===== src/rtl/reg_bank_fwd.sv =====
// 32 x DATA_W register bank with two combinational read ports and one write port.
// Each read port feeds a 4:1 EX/DM/WB forwarding mux; operand B also has an immediate select.
module reg_bank_fwd #(
  parameter int unsigned DATA_W   = 16,
  parameter int unsigned ADDR_W   = 5,
  parameter int unsigned NUM_REGS = 32
) (
  input  logic              clk,
  input  logic              rst,
  input  logic [DATA_W-1:0] ans_ex,
  input  logic [DATA_W-1:0] ans_dm,
  input  logic [DATA_W-1:0] ans_wb,
  input  logic [DATA_W-1:0] imm,
  input  logic [ADDR_W-1:0] RA,
  input  logic [ADDR_W-1:0] RB,
  input  logic [ADDR_W-1:0] RW_dm,
  input  logic [1:0]        mux_sel_A,
  input  logic [1:0]        mux_sel_B,
  input  logic              imm_sel,
  output logic [DATA_W-1:0] A,
  output logic [DATA_W-1:0] B
);

  logic [DATA_W-1:0] regs_q [NUM_REGS];
  logic              wr_en_d;
  logic [DATA_W-1:0] rd_a;
  logic [DATA_W-1:0] rd_b;
  logic [DATA_W-1:0] fwd_b;

  // The write happens every cycle; only address 0 is suppressed.
  assign wr_en_d = (RW_dm != '0);

  always_ff @(posedge clk) begin
    if (rst) begin
      for (int unsigned i = 0; i < NUM_REGS; i++) begin
        regs_q[i] <= '0;
      end
    end else if (wr_en_d) begin
      regs_q[RW_dm] <= ans_dm;
    end
  end

  // No write-to-read bypass; same-cycle hazards are covered by the forwarding muxes.
  always_comb begin
    rd_a = (RA == '0) ? '0 : regs_q[RA];
    rd_b = (RB == '0) ? '0 : regs_q[RB];
  end

  always_comb begin
    A = rd_a;
    unique case (mux_sel_A)
      2'b00:   A = rd_a;
      2'b01:   A = ans_ex;
      2'b10:   A = ans_dm;
      default: A = ans_wb;
    endcase
  end

  always_comb begin
    fwd_b = rd_b;
    unique case (mux_sel_B)
      2'b00:   fwd_b = rd_b;
      2'b01:   fwd_b = ans_ex;
      2'b10:   fwd_b = ans_dm;
      default: fwd_b = ans_wb;
    endcase
    B = imm_sel ? imm : fwd_b;
  end

endmodule


===== config.mk =====
export PLATFORM = sky130hd
export DESIGN_NAME = reg_bank_fwd
export DESIGN_NICKNAME = d
export VERILOG_FILES = /design/src/rtl/reg_bank_fwd.sv
export SDC_FILE = /design/constraint.sdc
export NUM_CORES = 1
export LEC_CHECK = 0
export ABC_AREA = 0
export CAP_MARGIN = 5
export CORE_MARGIN = 3
export CORE_UTILIZATION = 35
export DETAILED_ROUTE_END_ITERATION = 6
export SKIP_CTS_REPAIR_TIMING = 1
export SYNTH_ARGS = -nofsm -noshare
export SYNTH_HDL_FRONTEND = slang
export SYNTH_SLANG_ARGS = --single-unit

===== constraint.sdc =====
create_clock -name clk -period 2.5 [get_ports clk]
set_input_delay 0.5 -clock clk [delete_from_list [all_inputs] [get_ports clk]]
set_output_delay 0.5 -clock clk [all_outputs]
set_load 0.01 [all_outputs]

==> flow_metrics.env <==
export IMPL_status="finished, violations left"
export IMPL_violations="DRC, setup timing"
export IMPL_finalCoreUtilization_pct=45.8
export IMPL_maxCapViolCount=0
export IMPL_fin_crit_sh_pct=127
export IMPL_largest_register_ffs=512
export IMPL_setup_viol=32
export IMPL_drc=8
export IMPL_avgSynthCellArea_sq_um=14.4
export IMPL_cp_end_kind="output port"
export IMPL_drtAntennaViolNets=0
export IMPL_clock_root_buffer="clkbuf_16"
export IMPL_grt_use_total_pct=24.2
export IMPL_cts_sinks=512
export IMPL_cts_buffers_inserted=57
export IMPL_final_cells=3437
export IMPL_vdd_drop_max_mv=0.535
export IMPL_p_switching_mw=5.65
export IMPL_mostFrequentLayoutCell="edfxtp_1"
export IMPL_critPathRequiredTime_ns=2.00
export IMPL_nets=2426
export IMPL_rsz0062_at_grt="yes"
export IMPL_grt_max_degree=33
export IMPL_io_pins=118
export IMPL_start_util_pct=35.5
export IMPL_synth_warnings=0
export IMPL_grt_pass1_vias=20365
export IMPL_arrival_ns=2.67
export IMPL_power_internal_mw=16.9
export IMPL_path_class="reg -> out"
export IMPL_min_from="rst"
export IMPL_power_density_nw_per_um2=621
export IMPL_fillers=6936
export IMPL_postLayoutCellArea_sq_um=36400
export IMPL_final_layout_size_suffix_gt1_share_pct=36.8
export IMPL_reg_largest_list="regs_q x512"
export IMPL_drt_vias_per_instance=5.86
export IMPL_dpl_worst_slack_ns=-1.01
export IMPL_seqPwrFrac_pct=45.4
export IMPL_critical_path_cell_chain="mux4_2 > mux2_4 > a222oi_1 > o221ai_1 > buf_4 > buf_6"
export IMPL_fmax_ghz=0.316
export IMPL_pwr_share_clk_pct=38.7
export IMPL_cts_buffer_depth=3
export IMPL_slowest_delay_ns=0.47
export IMPL_seq_area_frac_synth_pct=54.6
export IMPL_antenna_found_initial=2
export IMPL_synthToLayoutAreaGrowth_pct=29.1
export IMPL_maxSlewHeadroom_pct=53.8
export IMPL_synth_top_area_share_pct=54.6
export IMPL_drt_wirelength_per_cell_microns=29.8
export IMPL_post_route_min_period_ns=3.17
export IMPL_multi_input_area_sq_um=12500
export IMPL_hold_viol=0
export IMPL_slowest_stage="mux4_2"
export IMPL_placed_area_sq_um=33700
export IMPL_regMostFlops="regs_q"
export IMPL_netlist_instances=1952
export IMPL_die_h_microns=290
export IMPL_synth_seq_cells=512
export IMPL_cts_htree_levels=2
export IMPL_row_count=103
export IMPL_fp_coreArea_sq_um=79400
export IMPL_cp_max_fo=2
export IMPL_final_cell_mix="512 x edfxtp_1, 497 x and2_1, 294 x buf_4"
export IMPL_clk_pin_slew_ns=0.06
export IMPL_vias=20138
export IMPL_synthTopCellsByArea="edfxtp_1 55%, mux4_2 17%, and2_1 11%, mux2i_1 4.0%, mux2_2 2.6%"
export IMPL_min_path_type="in -> reg"
export IMPL_port_buffers=117
export IMPL_switching_share_pct=25.0
export IMPL_dp_hpwl_microns=73800
export IMPL_grt_pass1_wl_microns=145000
export IMPL_dp_cells=3304
export IMPL_p_leak_nw=13.3
export IMPL_tritoncts="built"
export IMPL_place_congestion=0.987
export IMPL_tightest_slew_ns=0.693
export IMPL_first_pass_iters=7
export IMPL_min_path_cells=2
export IMPL_synth_area_sq_um=28200
export IMPL_synth_top_area_cell="edfxtp_1"
export IMPL_grt_overflow=0
export IMPL_wirelength_microns=102000
export IMPL_start_kind="register"
export IMPL_comb_power_share_pct=15.9
export IMPL_holdPathEnd="regs_q[0][3]"
export IMPL_die_w_microns=290
export IMPL_regArea_sq_um=15400
export IMPL_final_setup_worst_slack_ns=-0.667
export IMPL_drtIter0Drc=2436
export IMPL_ys_types=34
export IMPL_dieArea_sq_um=83900
export IMPL_slew_viol_final=0
## cells by family after synthesis
family          count (synthesis)  synth area share, %
compound gates                194                 5.19
mux                           384                 23.2
buf+inv                       210                 3.11
simple gates                  651                 14.0
flops                         512                 54.6
other cells                     1               0.0133
## power groups by stage
stage | Sequential [mW] | Clock (mW) | Combinational [mW]
final | 10.2 | 8.75 | 3.59
after global routing | 10.3 | 9.18 | 3.74
after CTS | 10.2 | 8.85 | 3.40
after detailed placement | 10.4 | 0 | 3.39
after global placement | 10.4 | 0 | 3.37
after floorplan | 10.3 | 0 | 1.71
## metrics by stage
step	hold WS [ns]	power, mW	setup TNS [ns]
CTS	0.424	22.5	-28.79
floorplan	0.698	12.0	-0.106
finish	0.468	22.6	-14.36
global placement	1.07	13.7	-27.31
detailed placement	1.08	13.8	-27.78
global route	0.461	23.2	-16.42
## Yosys cell counts, drive strengths merged
cell    number
edfxtp     512
and2       497
mux4       208
clkbuf     142
mux2i      112
mux2        64
buf         51
nor2        51
o221ai      47
a22oi       33
a31oi       32
or2         31
nand3       19
nor2b       19
a221o       17
inv         17
nand2b      17
o21ai       17
a21oi       16
o22ai       16
a222oi      15
nand3b       5
nand2        3
or3b         3
nor4b        2
conb         1
nor3         1
nor3b        1
nor4         1
o41ai        1
or3          1
## routing by layer
metal	track usage, %	vias to the layer above	wire (microns)
met4	9.67	0	4350
met3	5.63	226	11000
met5	0	-	0
met1	33.4	10363	40900
met2	36.9	1225	46200
li1	-	8324	-
## worst max-delay path, delay by kind of cell, from the launching register on
| family | cells | cell delay [ns] |
|---|---|---|
| AOI/OAI and AO/OA | 2 | 0.50 |
| muxes | 2 | 0.80 |
| buffers and inverters | 2 | 0.33 |
| DFF | 1 | 0.40 |
## area by class of cell
type,count,area share (%)
Timing Repair Buffer,507,14.3
Sequential cell,512,42.3
Multi-Input combinational cell,1245,34.4
Inverter,17,0.175
Tap cell,1050,3.61
Clock buffer,65,4.12
Antenna cell,2,0.0138
Clock inverter,39,1.19
## worst max-delay path by stage
stage | from | end | slack [ns] | cells after the start
4_1_cts | regs_q[12][13] | B[13] | -1.06 | 5
2_1_floorplan | RB[0] | B[2] | -0.01 | 9
5_1_grt | regs_q[15][6] | A[6] | -0.81 | 6
3_5_place_dp | RA[0] | A[12] | -1.01 | 7
3_3_place_gp | RA[0] | A[12] | -1.01 | 7
6_report | regs_q[10][6] | A[6] | -0.67 | 6
No activity file was read; power rests on OpenSTA's default activity.
